$ cat src/rtl/lfr_motion_ctrl.sv
// Line-follower motion controller.
// Synchronizes the run/estop/sensor inputs, divides clk_50 into control ticks,
// runs the IDLE/FWD/LEFT/RIGHT/SEARCH/STOP state machine and drives two
// H-bridge channels with ramped duty and dead-time on direction reversal.
// Ports:
//   clk_50, rst_n          clock, async active-low reset
//   enable, estop, sens    asynchronous run request, emergency stop, {L,C,R} sensors
//   l_in1/l_in2/r_in1/r_in2  H-bridge direction bits (10 fwd, 01 rev, 00 coast)
//   l_duty, r_duty         duty commands 0..100
//   state                  FSM state code
//   lost_flag              set when the line search times out
module lfr_motion_ctrl #(
    parameter int unsigned TICK_DIV   = 50000,
    parameter int unsigned BASE_DUTY  = 90,
    parameter int unsigned TURN_DUTY  = 40,
    parameter int unsigned RAMP_STEP  = 2,
    parameter int unsigned DEAD_TICKS = 5,
    parameter int unsigned LOST_TICKS = 500
) (
    input  logic       clk_50,
    input  logic       rst_n,
    input  logic       enable,
    input  logic       estop,
    input  logic [2:0] sens,
    output logic       l_in1,
    output logic       l_in2,
    output logic       r_in1,
    output logic       r_in2,
    output logic [6:0] l_duty,
    output logic [6:0] r_duty,
    output logic [2:0] state,
    output logic       lost_flag
);

    localparam int unsigned CNT_W  = (TICK_DIV < 2) ? 1 : $clog2(TICK_DIV);
    localparam int unsigned DEAD_W = (DEAD_TICKS < 1) ? 1 : $clog2(DEAD_TICKS + 1);
    localparam int unsigned LOST_W = (LOST_TICKS < 1) ? 1 : $clog2(LOST_TICKS + 1);
    localparam int unsigned BASE_C = (BASE_DUTY > 100) ? 100 : BASE_DUTY;
    localparam int unsigned TURN_C = (TURN_DUTY > 100) ? 100 : TURN_DUTY;

    typedef enum logic [2:0] {
        S_IDLE   = 3'd0,
        S_FWD    = 3'd1,
        S_LEFT   = 3'd2,
        S_RIGHT  = 3'd3,
        S_SEARCH = 3'd4,
        S_STOP   = 3'd5
    } state_t;

    // Encoded as {in1,in2}
    typedef enum logic [1:0] {
        D_COAST = 2'b00,
        D_REV   = 2'b01,
        D_FWD   = 2'b10
    } dir_t;

    typedef struct packed {
        dir_t              dir;
        logic [6:0]        duty;
        logic              dead;      // coasting out a reversal
        dir_t              dead_dir;  // direction to apply once dead-time ends
        logic [DEAD_W-1:0] dead_cnt;
    } motor_t;

    logic [4:0]       sync_a_q, sync_b_q;
    logic             enable_s, estop_s;
    logic [2:0]       sens_s;
    logic [CNT_W-1:0] pre_q;
    logic             tick_c;
    state_t           state_q, state_d;
    logic             lost_q, lost_d;
    logic [LOST_W-1:0] scnt_q, scnt_d;
    logic             last_left_q, last_left_d;
    motor_t           lm_q, lm_d, rm_q, rm_d;
    dir_t             l_tdir, r_tdir;
    logic [6:0]       l_tduty, r_tduty;

    // Two-flop synchronizers for all asynchronous inputs
    always_ff @(posedge clk_50 or negedge rst_n) begin
        if (!rst_n) begin
            sync_a_q <= '0;
            sync_b_q <= '0;
        end else begin
            sync_a_q <= {enable, estop, sens};
            sync_b_q <= sync_a_q;
        end
    end

    assign enable_s = sync_b_q[4];
    assign estop_s  = sync_b_q[3];
    assign sens_s   = sync_b_q[2:0];

    // Free-running control-tick prescaler
    assign tick_c = (pre_q == CNT_W'(TICK_DIV - 1));

    always_ff @(posedge clk_50 or negedge rst_n) begin
        if (!rst_n)      pre_q <= '0;
        else if (tick_c) pre_q <= '0;
        else             pre_q <= pre_q + CNT_W'(1);
    end

    function automatic state_t sens_decode(input logic [2:0] s, input state_t cur);
        case (s)
            3'b010, 3'b111: return S_FWD;
            3'b100, 3'b110: return S_LEFT;
            3'b001, 3'b011: return S_RIGHT;
            3'b000:         return S_SEARCH;
            default:        return cur;
        endcase
    endfunction

    // Move duty toward target by at most RAMP_STEP without overshoot
    function automatic logic [6:0] ramp(input logic [6:0] cur, input logic [6:0] tgt);
        int c, t, s;
        c = int'(cur);
        t = int'(tgt);
        s = int'(RAMP_STEP);
        if (t > c)      c = (t - c > s) ? c + s : t;
        else if (c > t) c = (c - t > s) ? c - s : t;
        return 7'(c);
    endfunction

    // One H-bridge channel: ramp, reversal coast, dead-time
    function automatic motor_t motor_step(input motor_t m, input dir_t tdir,
                                          input logic [6:0] tduty, input logic tk);
        motor_t n;
        n = m;
        if (tdir == D_COAST) begin
            n = '0;
        end else if (m.dead) begin
            if (tdir != m.dead_dir) begin
                n.dead_dir = tdir;
                n.dead_cnt = '0;
            end else if (tk) begin
                if (int'(m.dead_cnt) + 1 >= int'(DEAD_TICKS)) begin
                    n.dead     = 1'b0;
                    n.dead_cnt = '0;
                    n.dir      = tdir;
                    n.duty     = ramp(7'd0, tduty);
                end else begin
                    n.dead_cnt = m.dead_cnt + DEAD_W'(1);
                end
            end
        end else if (m.dir != D_COAST && m.dir != tdir) begin
            n.dir      = D_COAST;
            n.duty     = 7'd0;
            n.dead     = 1'b1;
            n.dead_dir = tdir;
            n.dead_cnt = '0;
        end else if (tk) begin
            n.dir  = tdir;
            n.duty = ramp(m.duty, tduty);
        end
        return n;
    endfunction

    // Next-state, search timeout and motor targets
    always_comb begin
        state_d     = state_q;
        lost_d      = lost_q;
        scnt_d      = scnt_q;
        last_left_d = last_left_q;
        l_tdir      = D_COAST;
        r_tdir      = D_COAST;
        l_tduty     = 7'd0;
        r_tduty     = 7'd0;

        if (estop_s) begin
            state_d = S_STOP;
        end else if (!enable_s) begin
            state_d = S_IDLE;
            lost_d  = 1'b0;
        end else if (tick_c) begin
            case (state_q)
                S_IDLE: state_d = S_FWD;
                S_FWD, S_LEFT, S_RIGHT, S_SEARCH: begin
                    state_d = sens_decode(sens_s, state_q);
                    if (state_q == S_SEARCH && state_d == S_SEARCH) begin
                        if (int'(scnt_q) + 1 >= int'(LOST_TICKS)) begin
                            state_d = S_STOP;
                            lost_d  = 1'b1;
                        end else begin
                            scnt_d = scnt_q + LOST_W'(1);
                        end
                    end
                end
                default: ;
            endcase
        end

        if (state_d != S_SEARCH) scnt_d = '0;
        if (state_d == S_LEFT)   last_left_d = 1'b1;
        if (state_d == S_RIGHT)  last_left_d = 1'b0;

        case (state_d)
            S_FWD: begin
                l_tdir = D_FWD; l_tduty = 7'(BASE_C);
                r_tdir = D_FWD; r_tduty = 7'(BASE_C);
            end
            S_LEFT: begin
                l_tdir = D_FWD; l_tduty = 7'(TURN_C);
                r_tdir = D_FWD; r_tduty = 7'(BASE_C);
            end
            S_RIGHT: begin
                l_tdir = D_FWD; l_tduty = 7'(BASE_C);
                r_tdir = D_FWD; r_tduty = 7'(TURN_C);
            end
            S_SEARCH: begin
                // Pivot toward the last turn: inner wheel reverses
                l_tdir  = last_left_q ? D_REV : D_FWD;
                r_tdir  = last_left_q ? D_FWD : D_REV;
                l_tduty = 7'(TURN_C);
                r_tduty = 7'(TURN_C);
            end
            default: ;
        endcase

        lm_d = motor_step(lm_q, l_tdir, l_tduty, tick_c);
        rm_d = motor_step(rm_q, r_tdir, r_tduty, tick_c);
    end

    // State and output registers
    always_ff @(posedge clk_50 or negedge rst_n) begin
        if (!rst_n) begin
            state_q     <= S_IDLE;
            lost_q      <= 1'b0;
            scnt_q      <= '0;
            last_left_q <= 1'b1;
            lm_q        <= '0;
            rm_q        <= '0;
        end else begin
            state_q     <= state_d;
            lost_q      <= lost_d;
            scnt_q      <= scnt_d;
            last_left_q <= last_left_d;
            lm_q        <= lm_d;
            rm_q        <= rm_d;
        end
    end

    assign state          = state_q;
    assign lost_flag      = lost_q;
    assign {l_in1, l_in2} = lm_q.dir;
    assign {r_in1, r_in2} = rm_q.dir;
    assign l_duty         = lm_q.duty;
    assign r_duty         = rm_q.duty;

endmodule

$ cat config.mk
export PLATFORM = sky130hd
export DESIGN_NAME = lfr_motion_ctrl
export DESIGN_NICKNAME = d
export VERILOG_FILES = /design/src/rtl/lfr_motion_ctrl.sv
export SDC_FILE = /design/constraint.sdc
export NUM_CORES = 1
export LEC_CHECK = 0
export BUFFER_PORTS_ARGS = -buffer_cell sky130_fd_sc_hd__buf_2
export CAP_MARGIN = 40
export CORE_UTILIZATION = 35
export CTS_CLUSTER_SIZE = 25
export DETAILED_ROUTE_END_ITERATION = 6
export GPL_TIMING_DRIVEN = 0
export MAX_ROUTING_LAYER = met4
export PLACE_DENSITY = 0.49
export SYNTH_ARGS = -nofsm -noshare
export SYNTH_HDL_FRONTEND = slang
export SYNTH_SLANG_ARGS = --single-unit
$ cat constraint.sdc
create_clock -name clk_50 -period 6 [get_ports clk_50]
set_clock_uncertainty 0.15 [all_clocks]
set_input_delay 0.6 -clock clk_50 [delete_from_list [all_inputs] [get_ports clk_50]]
set_output_delay 0.6 -clock clk_50 [all_outputs]
set_load 0.01 [all_outputs]
==> impl_metrics.env <==
export IMPL_grt_pass1_wl_um=22400
export IMPL_vias=4726
export IMPL_cp_arrival_ps=5800
export IMPL_io_buffers=26
export IMPL_synth_edf_count=0
export IMPL_cts_tree="built"
export IMPL_chipHeight_um=127
export IMPL_cp_max_fo=10
export IMPL_dieArea_um2=16200
export IMPL_synth_largest_area_cell="dfrtp_1"
export IMPL_post_route_min_period_ps=5690
export IMPL_clk_pin_slew_ps=60
export IMPL_setup_violations=0
export IMPL_dominantRegCellSynth="dfrtp_1"
export IMPL_tightest_slew_ps=788
export IMPL_num_io_pins=29
export IMPL_netlist_area_um2=5490
export IMPL_cp_slowest_cell="mux2_2"
export IMPL_p_leak_nw=2.68
export IMPL_fmax_mhz=176
export IMPL_fin_area_um2=6230
export IMPL_drt_total_wl_um=13200
export IMPL_final_setup_tns_ps=0
export IMPL_critPathKind="flip-flop to flip-flop"
export IMPL_grt_pass1_vias=4474
export IMPL_worstPathCellList="ha_1, and3_1, clkbuf_2, and4_1, buf_4, and3_1, a21oi_1, a21o_4, buf_6, mux2_2, inv_1, ha_1, clkbuf_1, nor2b_1, a221o_1, a21o_1, a21oi_1, nor2_1, or3_1, clkbuf_2, o22ai_1, o21ai_0, a211o_1, o21ai_1"
export IMPL_final_antenna_net_count=0
export IMPL_drv_slew=0
export IMPL_peakVddDrop_mv=0.135
export IMPL_viasPerCell=5.29
export IMPL_track_usage_pct=17.8
export IMPL_post_cts_buffers=0
export IMPL_p_per_area_nw_per_um2=336
export IMPL_grt_start_max_net_pins=43
export IMPL_finalHoldViolCount=0
export IMPL_dp_hpwl_um=10000
export IMPL_rsz0062_at_grt="no"
export IMPL_final_nets=721
export IMPL_htree_num_levels=3
export IMPL_critPathCaptureType="flip-flop"
export IMPL_drc_errors=0
export IMPL_syn_inst=638
export IMPL_gp_congestion=0.847
export IMPL_clock_path_buffers=2
export IMPL_status="completed"
export IMPL_drtIter0Drc=251
export IMPL_synth_seq_area_share_pct=31.0
export IMPL_core_um2=15300
export IMPL_async_flop_share_pct=100
export IMPL_dr_pass1_iters=4
export IMPL_initial_utilization_pct=36.0
export IMPL_yosysWarnings=0
export IMPL_max_slew_margin_rel_pct=47.2
export IMPL_clockRootBuffer="clkbuf_16"
export IMPL_synth_ff_latch_count=68
export IMPL_fp_row_count=45
export IMPL_period_share_pct=94.9
export IMPL_slowest_delay_ps=420
export IMPL_routedWlPerCell_um=14.8
export IMPL_ys_types=91
export IMPL_postSynthAreaPerCell_um2=8.60
export IMPL_crit_path_start_kind="flip-flop"
export IMPL_clkLatencyLatePin_ps=340
export IMPL_hold_path_class="primary input to async pin"
export IMPL_cts_buffers=9
export IMPL_numClockSinks=68
export IMPL_required_ps=6110
export IMPL_synth_area_leaders="dfrtp_1 31%, ha_1 8.4%, xor2_1 3.8%"
export IMPL_postPlaceCellArea_um2=5910
export IMPL_yosys_area_top_type_share_pct=30.6
export IMPL_die_width_um=127
export IMPL_maxCapViolCount=0
export IMPL_final_util_pct=40.8
export IMPL_antenna_found_initial=0
export IMPL_gr_total_overflow=0
export IMPL_n_antenna_cell=0
export IMPL_syn_to_final_growth_pct=13.5
export IMPL_layout_drive_gt1_share_pct=15.0
export IMPL_whs_ps=31.9
[area by class of cell]
type / instances / area, um2
Multi-Input combinational cell: 498 / 3430
Clock inverter: 7 / 91.3
Buffer: 36 / 216
Sequential cell: 68 / 1700
Tap cell: 211 / 264
Timing Repair Buffer: 27 / 153
Fill cell: 1558 / 9030
Clock buffer: 9 / 225
Inverter: 37 / 139
[flip-flops by register name, summed over array words and instances (netlist names)]
signal and flops:
rm_q 6, last_left_q 1, lm_q 6, pre_q 16, r_in2 1, l_duty 6
state 3, sync_b_q 5, sync_a_q 5, r_in1 1, scnt_q 9, r_duty 6
l_in1 1, lost_flag 1, l_in2 1
[Yosys cell counts (3+ instances only)]
cell	instances
o21a_1	5
nand4_1	8
a21boi_0	4
o21ai_0	30
dfrtp_1	67
clkbuf_1	11
nand4b_1	4
nor2_1	44
nand3_1	28
inv_1	36
and4_1	3
xnor2_1	14
o22a_1	3
or3_1	4
o22ai_1	10
a21o_1	8
buf_4	17
a22oi_1	3
mux2i_1	5
nand2_1	49
nand2b_1	15
a21oi_1	36
a211oi_1	3
nor3_1	24
o211ai_1	6
o31ai_1	5
o21ai_1	6
o221ai_1	3
or2_2	6
xor2_1	24
and3_1	12
ha_1	37
a211o_1	4
and2_1	10
buf_2	5
a31oi_1	8
nor2b_1	16
[kinds of logic (layout without fill, tap and decap cells)]
family	after synthesis	count (layout)	synth area share, %
AND/OR/NAND/NOR	243	243	24.1
flip-flops	68	68	31.0
multiplexers	7	7	1.32
buffers and inverters	73	116	6.43
XOR/XNOR	38	38	6.07
other	1	2	0.0683
adder cells (fa/ha/maj)	37	37	8.44
AO/OA/AOI/OAI	171	171	22.5
[power breakdown]
| group | internal (W) | switching, W | leakage (nW) |
|---|---|---|---|
| logic | 0.000402 | 0.000589 | 1.63 |
| registers | 0.000488 | 0.0000455 | 0.897 |
| clock network | 0.000362 | 0.000207 | 0.155 |
[final timing paths]
check	startpoint	to	slack (ps)	depth (start not counted)
max in group asynchronous	rst_n	last_left_q$_DFFE_PN1P_	5040	2
hold / removal	rst_n	pre_q[9]$_DFF_PN0_	30	1
min in group clk_50	sync_a_q[0]$_DFF_PN0_	sync_b_q[0]$_DFF_PN0_	200	0
hold reg to reg	sync_a_q[0]$_DFF_PN0_	sync_b_q[0]$_DFF_PN0_	200	0
setup reg to reg	pre_q[0]$_DFF_PN0_	r_duty[5]$_DFFE_PN0P_	310	24
setup / recovery	pre_q[0]$_DFF_PN0_	r_duty[5]$_DFFE_PN0P_	310	24
[critical path, delay by kind of cell (launching register included)]
| kind | cells | cell delay, ps |
|---|---|---|
| AOI/OAI and AO/OA | 9 | 1750 |
| adders and majority gates | 2 | 490 |
| buffers and inverters | 6 | 1090 |
| DFF | 1 | 400 |
| muxes | 1 | 420 |
| and+or+nand+nor | 6 | 1290 |
[through the flow]
stage	total power [W]	instances	setup slack [ps]
2_1_floorplan	0.00129	639	935
4_1_cts	0.00209	893	277
3_3_place_gp	0.00150	876	335
3_5_place_dp	0.00152	877	284
6_report	0.00209	893	309
5_1_grt	0.00224	893	24.1
[layout by cell type (no fill, tap or decap), drive strengths merged, types with 5 or more instances in the layout]
master,Yosys,layout
o21ai,38,38
and3,12,12
a21boi,6,6
or3,6,6
and2,10,10
o21a,5,5
a21oi,37,37
nor2,44,44
nand2,49,49
ha,37,37
dfrtp,67,67
nand4,8,8
o22ai,11,11
nor2b,16,16
nor3,27,27
nand2b,15,15
mux2i,5,5
xnor2,14,14
a31oi,11,11
o31ai,7,7
inv,37,37
or2,8,8
a21o,9,9
o211ai,6,6
buf,24,51
clkbuf,12,21
nand3,28,28
xor2,24,24
[per-layer routing]
layer | up-vias | part of all wire, % | routed length, um | global-route usage [%]
li1 | 2368 | - | - | -
met1 | 2262 | 51 | 6760 | 24.3
met2 | 80 | 44 | 5860 | 27.0
met3 | 16 | 2.9 | 387 | 2.01
met4 | 0 | 1.8 | 235 | 6.65
met5 | - | 0 | 0 | -
[what timing repair did]
action                     4_1_cts  5_1_grt
hold buffers                     0        0
setup endpoints to repair        0        3
hold endpoints to repair         0        0
gates resized for setup          0        4
(Power assumes the default switching activity.)
